`src/rtl/memory_pkg.sv`:
```
// Shared constants and types for the general-purpose data memory.
package memory_pkg;

  localparam int unsigned DATA_W = 8;
  localparam int unsigned ADDR_W = 8;
  localparam int unsigned DEPTH  = 1 << ADDR_W;

  typedef logic [DATA_W-1:0] data_t;
  typedef logic [ADDR_W-1:0] addr_t;

endpackage

```
`src/rtl/memory_array.sv`:
```
// Storage array for the data memory: async clear and synchronous write port.
module memory_array
  import memory_pkg::*;
#(
  parameter int unsigned DATA_W = memory_pkg::DATA_W,
  parameter int unsigned ADDR_W = memory_pkg::ADDR_W
) (
  input  logic              clk,
  input  logic              rst_n,
  input  logic [DATA_W-1:0] in,
  input  logic [ADDR_W-1:0] address,
  input  logic              write,
  output logic [DATA_W-1:0] mem [1 << ADDR_W]
);

  localparam int unsigned NWORDS = 1 << ADDR_W;

  // Clear every word on reset; otherwise store in at address when write is set.
  always_ff @(posedge clk or negedge rst_n) begin
    if (!rst_n) begin
      for (int unsigned i = 0; i < NWORDS; i++) begin
        mem[i] <= '0;
      end
    end else if (write) begin
      mem[address] <= in;
    end
  end

endmodule

```
`src/rtl/memory.sv`:
```
// Single-port data memory, 2^ADDR_W x DATA_W, synchronous write.
// Read path is combinational unless MEMORY_OUT_REG_EN is defined, in which
// case out is a register loaded with mem[address] every clock (1-cycle read).
module memory
  import memory_pkg::*;
#(
  parameter int unsigned DATA_W = memory_pkg::DATA_W,
  parameter int unsigned ADDR_W = memory_pkg::ADDR_W
) (
  input  logic              clk,
  input  logic              rst_n,
  input  logic [DATA_W-1:0] in,
  input  logic [ADDR_W-1:0] address,
  input  logic              write,
  output logic [DATA_W-1:0] out
);

  logic [DATA_W-1:0] mem [1 << ADDR_W];
  logic [DATA_W-1:0] rd_data_c;

  memory_array #(
    .DATA_W (DATA_W),
    .ADDR_W (ADDR_W)
  ) u_array (
    .clk     (clk),
    .rst_n   (rst_n),
    .in      (in),
    .address (address),
    .write   (write),
    .mem     (mem)
  );

  // Read mux: select the addressed word.
  always_comb begin
    rd_data_c = mem[address];
  end

`ifdef MEMORY_OUT_REG_EN
  // Registered read: sample the addressed word (pre-write contents) each edge.
  always_ff @(posedge clk or negedge rst_n) begin
    if (!rst_n) begin
      out <= '0;
    end else begin
      out <= rd_data_c;
    end
  end
`else
  // Combinational read: out follows address and storage directly.
  always_comb begin
    out = rd_data_c;
  end
`endif

endmodule

```
`config.mk`:
```
export PLATFORM = sky130hd
export DESIGN_NAME = memory
export DESIGN_NICKNAME = d
export VERILOG_FILES = /design/src/rtl/memory_pkg.sv /design/src/rtl/memory_array.sv /design/src/rtl/memory.sv
export SDC_FILE = /design/constraint.sdc
export NUM_CORES = 2
export LEC_CHECK = 0
export ABC_AREA = 1
export CAP_MARGIN = 20
export CORE_UTILIZATION = 30
export DETAILED_ROUTE_END_ITERATION = 8
export HOLD_SLACK_MARGIN = 0.02
export PLACE_DENSITY_LB_ADDON = 0.15
export SLEW_MARGIN = 40
export SYNTH_ARGS = -nofsm -noshare
export SYNTH_HDL_FRONTEND = slang
export SYNTH_SLANG_ARGS = --single-unit
```
`constraint.sdc`:
```
create_clock -name clk -period 3.4 [get_ports clk]
set_clock_uncertainty 0.05 [all_clocks]
set_input_delay 0.68 -clock clk [delete_from_list [all_inputs] [get_ports clk]]
set_output_delay 0.68 -clock clk [all_outputs]
set_load 0.02 [all_outputs]
```
# After elaboration in Yosys (flattened, before gate mapping)
# Cells that the tools add are included.
# totals
reg_bits,2048
in_bits,19
output_inout_bits,8
wordCells,266
# classes
n_lt_le_gt_ge,2
mux,6
bitwise_logic,1
n_reduce_logical,1
# op_table
operator,n
bitwise mux 2048 bit,1
binary-select mux 8 bit (select 8 bit),1
demux 8 bit (select 8 bit),1
two-way mux 8 bit,3
"greater-or-equal comparator 9 bit, second input constant",1
"< comparator 9 x 1 -> 1 bit, second input constant",1
NOT 8 -> 9 bit,1
logical AND 1 bit,1

# Logic depth before layout (Yosys ltp)
# depth
word_depth,6
mapped_depth,17
depth_no_buf,13

# Modules after synthesis
# A second synthesis with hierarchy kept.
# unflattened
hier_cells,13769
area_unflattened_um2,100173.6
# by_module_without_submodules
module,n_inst,cells_per_inst,area_each_um2,seq_area_each_um2
memory_array,1,9208,79935.4,51249.2
memory,1,4561,20238.2,0.0

# Least setup slack after synthesis
# No wires, ideal clock.
# synth_path
path_kind,input -> output
startpoint,input port address[0]
endpoint,output port out[0]
arrival_ps,2226
required_ps,2670
path_slack_ps,444
stages,16
path_buffers,4
cell_sequence,buf_2 -> buf_4 -> buf_2 -> clkbuf_1 -> nand2_1 -> nand2_1 -> nand2_1 -> nand3_1 -> nand2_1 -> nand2_1 -> o21ai_0 -> nand2_1 -> nor2_1 -> nor2_1 -> nor2_1 -> nand2_1
# synth_via
elab_chain_len,4
# synth_rtl
item,line_no,source
start: declaration,memory.sv:13,"input logic [ADDR_W-1:0] address,"
NOT 8 -> 9 bit (not written as such),memory.sv:35,rd_data_c = mem[address];
binary-select mux 8 bit (select 8 bit),memory.sv:35,
two-way mux 8 bit (not written as such) (2 in series),memory.sv:35,
end: declaration,memory.sv:15,output logic [DATA_W-1:0] out
# Every way passes these cells. The select of a mux whose other input is x is not followed.

# Worst setup path after layout
# layout_path
startpoint,input port address[0]
endpoint,output port out[4]
# Same word-level chain as after synthesis.

==> results.md <==
- Number of vias per cell after detailed routing: 4.897
- Clk sinks: 2048
- Clock tree from TritonCTS: yes
- P&R area growth vs syn: 25.05%
- Final WS setup: -0.4061 ns
- Number of synthesized register bits: 2048
- Fraction of the cycle the final worst path needs: 111.9%
- Syn nets: 12620
- Critical Path RT: 2.67 ns
- Total Nets Final: 12940
- Transition time at the pin with the least slew margin: 0.7877 ns
- Synth Area in Compound Gates: 12.13%
- Share of the synthesized netlist area taken by xor and xnor gates: 0%
- Placer Congestion: 0.8973
- R2r setup slk: 2.60 ns
- I/O pin count: 27
- Vias in the first global route: 82170
- Clock root buffer: sky130_fd_sc_hd__clkbuf_16
- DRC violation count after routing: 0
- Post-place instance area: 105700 um2
- Maximum clock path buffer count: 4
- Placeable core region: 312400 um2
- Source-to-sink clock delay at the later pin of the worst-skew pair: 0.87 ns
- Share of final-layout standard cells stronger than drive strength 1: 13.40%
- Placed wire-length estimate after detailed placement: 232400 um
- Routed wirelength normalized by instance count: 21.23 um
- Crit Path Class: primary input to primary output
- Leading cell type in the layout, fill and taps excluded: sky130_fd_sc_hd__nand2_1
- Maximum clock frequency: 262.7 MHz
- Time the worst path needs with I/O delays and setup: 3.806 ns
- Total of max-cap violations: 0
- Simple-gate portion of the synthesized area: 29.31%
- Top cells by area, synth: sky130_fd_sc_hd__dfrtp_1, sky130_fd_sc_hd__nand2_1, sky130_fd_sc_hd__o21ai_0
- Violations in the final reports: negative setup slack
- Total Routed Length: 366300 um
- Total via count in the routed design: 84520
- Async set-reset flop share out of synthesis: 100.0%
- Synth Area in Adders: 0%
- Largest net degree at the start of global routing: 142
- CP Launch Point: address[0]
- Number of routed nets with antenna violations: 0
- Count of buffers from port buffering: 26
- Synthesis warning total: 0
- Die height: 563.0 um
- CTS H-tree lvls: 4
- Most area-hungry cell type in the Yosys netlist: sky130_fd_sc_hd__dfrtp_1
- Mean area per synthesized cell: 7.494 um2
- Number of endpoints with negative hold slack in the final report: 0
- Total grt overflow: 0
- Biggest registers after layout: u_array.mem (2048)
- Unrepaired setup endpoints after global routing: true
- Most flop-heavy register: u_array.mem
- Global routing usage summed across all routing layers: 22.95%
- Worst flop-to-flop path startpoint: u_array.mem[1922]$_DFFE_PN0P_
- Count of distinct cell types in the synthesized netlist: 20
- Pre-Repair DR Iteration Count: 6
- Final max-slew violation count: 0
- Final setup violation count: 8
- Number of enable flip-flop cells after synthesis: 0
- Terminus of the critical flop-to-flop path: u_array.mem[1922]$_DFFE_PN0P_
- Clock transition time at the flip-flop clock pins of the worst setup and hold paths: 0.06 ns
- Number of buffers inserted during clock tree synthesis: 239
- Highest-count cells in the layout ignoring fill and taps: sky130_fd_sc_hd__nand2_1, sky130_fd_sc_hd__dfrtp_1, sky130_fd_sc_hd__o21ai_0, sky130_fd_sc_hd__o21ai_1, sky130_fd_sc_hd__buf_4
- Worst Setup Start Kind: primary input
- 1st-iter DRT viols: 7822
- Cell Rows: 205
- Most frequently used flop master after synthesis: sky130_fd_sc_hd__dfrtp_1
- Ratio of total power to cell area: 502.4 nW/um2
- Chip Width: 563.0 um
- Die Footprint: 316900 um2
- Portion of synthesized cell area occupied by the leading cell type: 54.29%
- Post-synthesis instance area: 94400 um2
- Outcome: complete, but fails checks
- Data arrival time of the critical path: 3.08 ns
- Highest net fanout along the worst path: 7
- Seq/Total Area, Yosys: 54.29%
- Max-slew headroom: 47.48%
- Portion of netlist area occupied by mux cells: 0%
- Final cell area excluding filler cells: 118100 um2
- Max FFs per register: 2048
- First-pass GRT wire length: 551500 um
- Maximum vdd ir drop: 0.4619 mV
- Worst reg-to-reg path cell count: 3
- Reported leakage power: 57.66 nW
- Type of element capturing the critical path: primary output
- Main combinational cell family by area after synthesis: simple AND/OR/NAND/NOR gates
- Post-synthesis instance total: 12600
- Class of the tightest hold or removal check: primary input to asynchronous set/reset pin
- Initial Util: 30.22%
- Number of antenna violations at the first check in global routing: 15
- Worst hold-check slack: 0.3006 ns
through the flow:
| step | instances | util [%] | power [W] | setup slack, ns | setup TNS (ns) |
|---|---|---|---|---|---|
| after floorplan | 12600 | - | 0.02916 | 0.4441 | 0 |
| after global placement | 16700 | 33.84 | 0.03201 | -1.533 | -84.09 |
| after detailed placement | 16700 | 33.84 | 0.03210 | -1.440 | -95.25 |
| after CTS | 17240 | 37.60 | 0.05992 | -0.3691 | -2.743 |
| after global routing | 17260 | 37.79 | 0.06161 | -0.4901 | -3.265 |
| final | 17260 | 37.79 | 0.05931 | -0.4061 | -2.800 |
kinds of logic (layout without fill, tap and decap cells):
| kind of cell | after synthesis | after routing |
|---|---|---|
| other | 0 | 1 |
| AOI/OAI and AO/OA | 2288 | 2288 |
| DFF | 2048 | 2048 |
| buffers and inverters | 1001 | 1519 |
| and+or+nand+nor | 7260 | 7261 |
worst max-delay path, stage by stage:
cell	delay (ns)
sky130_fd_sc_hd__buf_16	0.14
sky130_fd_sc_hd__inv_16	0.08
sky130_fd_sc_hd__buf_16	0.18
sky130_fd_sc_hd__buf_4	0.15
sky130_fd_sc_hd__clkbuf_16	0.15
sky130_fd_sc_hd__nand2_1	0.06
sky130_fd_sc_hd__nand2_1	0.04
sky130_fd_sc_hd__nand2_1	0.05
sky130_fd_sc_hd__nand2_1	0.12
sky130_fd_sc_hd__nand2_2	0.09
sky130_fd_sc_hd__nand2_2	0.06
sky130_fd_sc_hd__o21ai_2	0.21
sky130_fd_sc_hd__buf_6	0.14
sky130_fd_sc_hd__nand2_2	0.07
sky130_fd_sc_hd__nor2_4	0.21
sky130_fd_sc_hd__nor2_4	0.10
sky130_fd_sc_hd__nor2_4	0.14
sky130_fd_sc_hd__nand2_2	0.08
sky130_fd_sc_hd__buf_6	0.14
sky130_fd_sc_hd__buf_12	0.12
synthesized netlist by cell type, types with 11 or more instances:
master	number
sky130_fd_sc_hd__buf_4	11
sky130_fd_sc_hd__a21oi_1	128
sky130_fd_sc_hd__nor3_2	16
sky130_fd_sc_hd__nand2_1	6818
sky130_fd_sc_hd__buf_1	44
sky130_fd_sc_hd__buf_2	183
sky130_fd_sc_hd__o21ai_0	1288
sky130_fd_sc_hd__nor2_2	11
sky130_fd_sc_hd__nand3_1	196
sky130_fd_sc_hd__clkbuf_1	661
sky130_fd_sc_hd__o21ai_1	872
sky130_fd_sc_hd__nor2_1	213
sky130_fd_sc_hd__inv_1	83
sky130_fd_sc_hd__dfrtp_1	2048
sky130_fd_sc_hd__inv_2	18
report_power, final:
| part | internal [W] | switching [W] | leakage (nW) | total [W] |
|---|---|---|---|---|
| sequential | 0.0256 | 0.000632 | 28.0 | 0.0262 |
| combinational | 0.00205 | 0.00399 | 25.6 | 0.00604 |
| clock | 0.0160 | 0.0111 | 4.08 | 0.0270 |
| total | 0.0436 | 0.0157 | 57.7 | 0.0593 |
area by class of cell:
type                    instances  area (um2)
inverters                     102       503.0
fillers                     32350      194400
multi-input cells            9549       40670
flip-flops and latches       2048       51250
diodes                          1       2.502
well taps                    4140        5180
repair buffers                979       12210
clock inverters                82        1071
clock buffers                 356        7163
worst max-delay path by stage:
| stage | to |
|---|---|
| after floorplan | out[0] |
| after global placement | out[1] |
| after detailed placement | out[1] |
| after CTS | out[6] |
| after global routing | out[6] |
| final | out[4] |
metal layers:
metal,global-route usage [%],vias up,share of wire (%)
met4,7.592,4,3.6
met2,37.27,2292,46
met5,0,-,0.0076
li1,-,40520,-
met3,2.395,521,5.1
met1,31.91,41180,45
repair_timing:
item / 4_1_cts / 5_1_grt
endpoints found under the hold margin: 90 / 0
buffers inserted: 72 / 14
pin swaps: 130 / 71
resized for setup: 565 / 127
hold buffers: 1 / 0
gates cloned: 46 / 2
endpoints found under the setup margin: 8 / 8
Note: power is estimated with default switching activity, not from simulation.
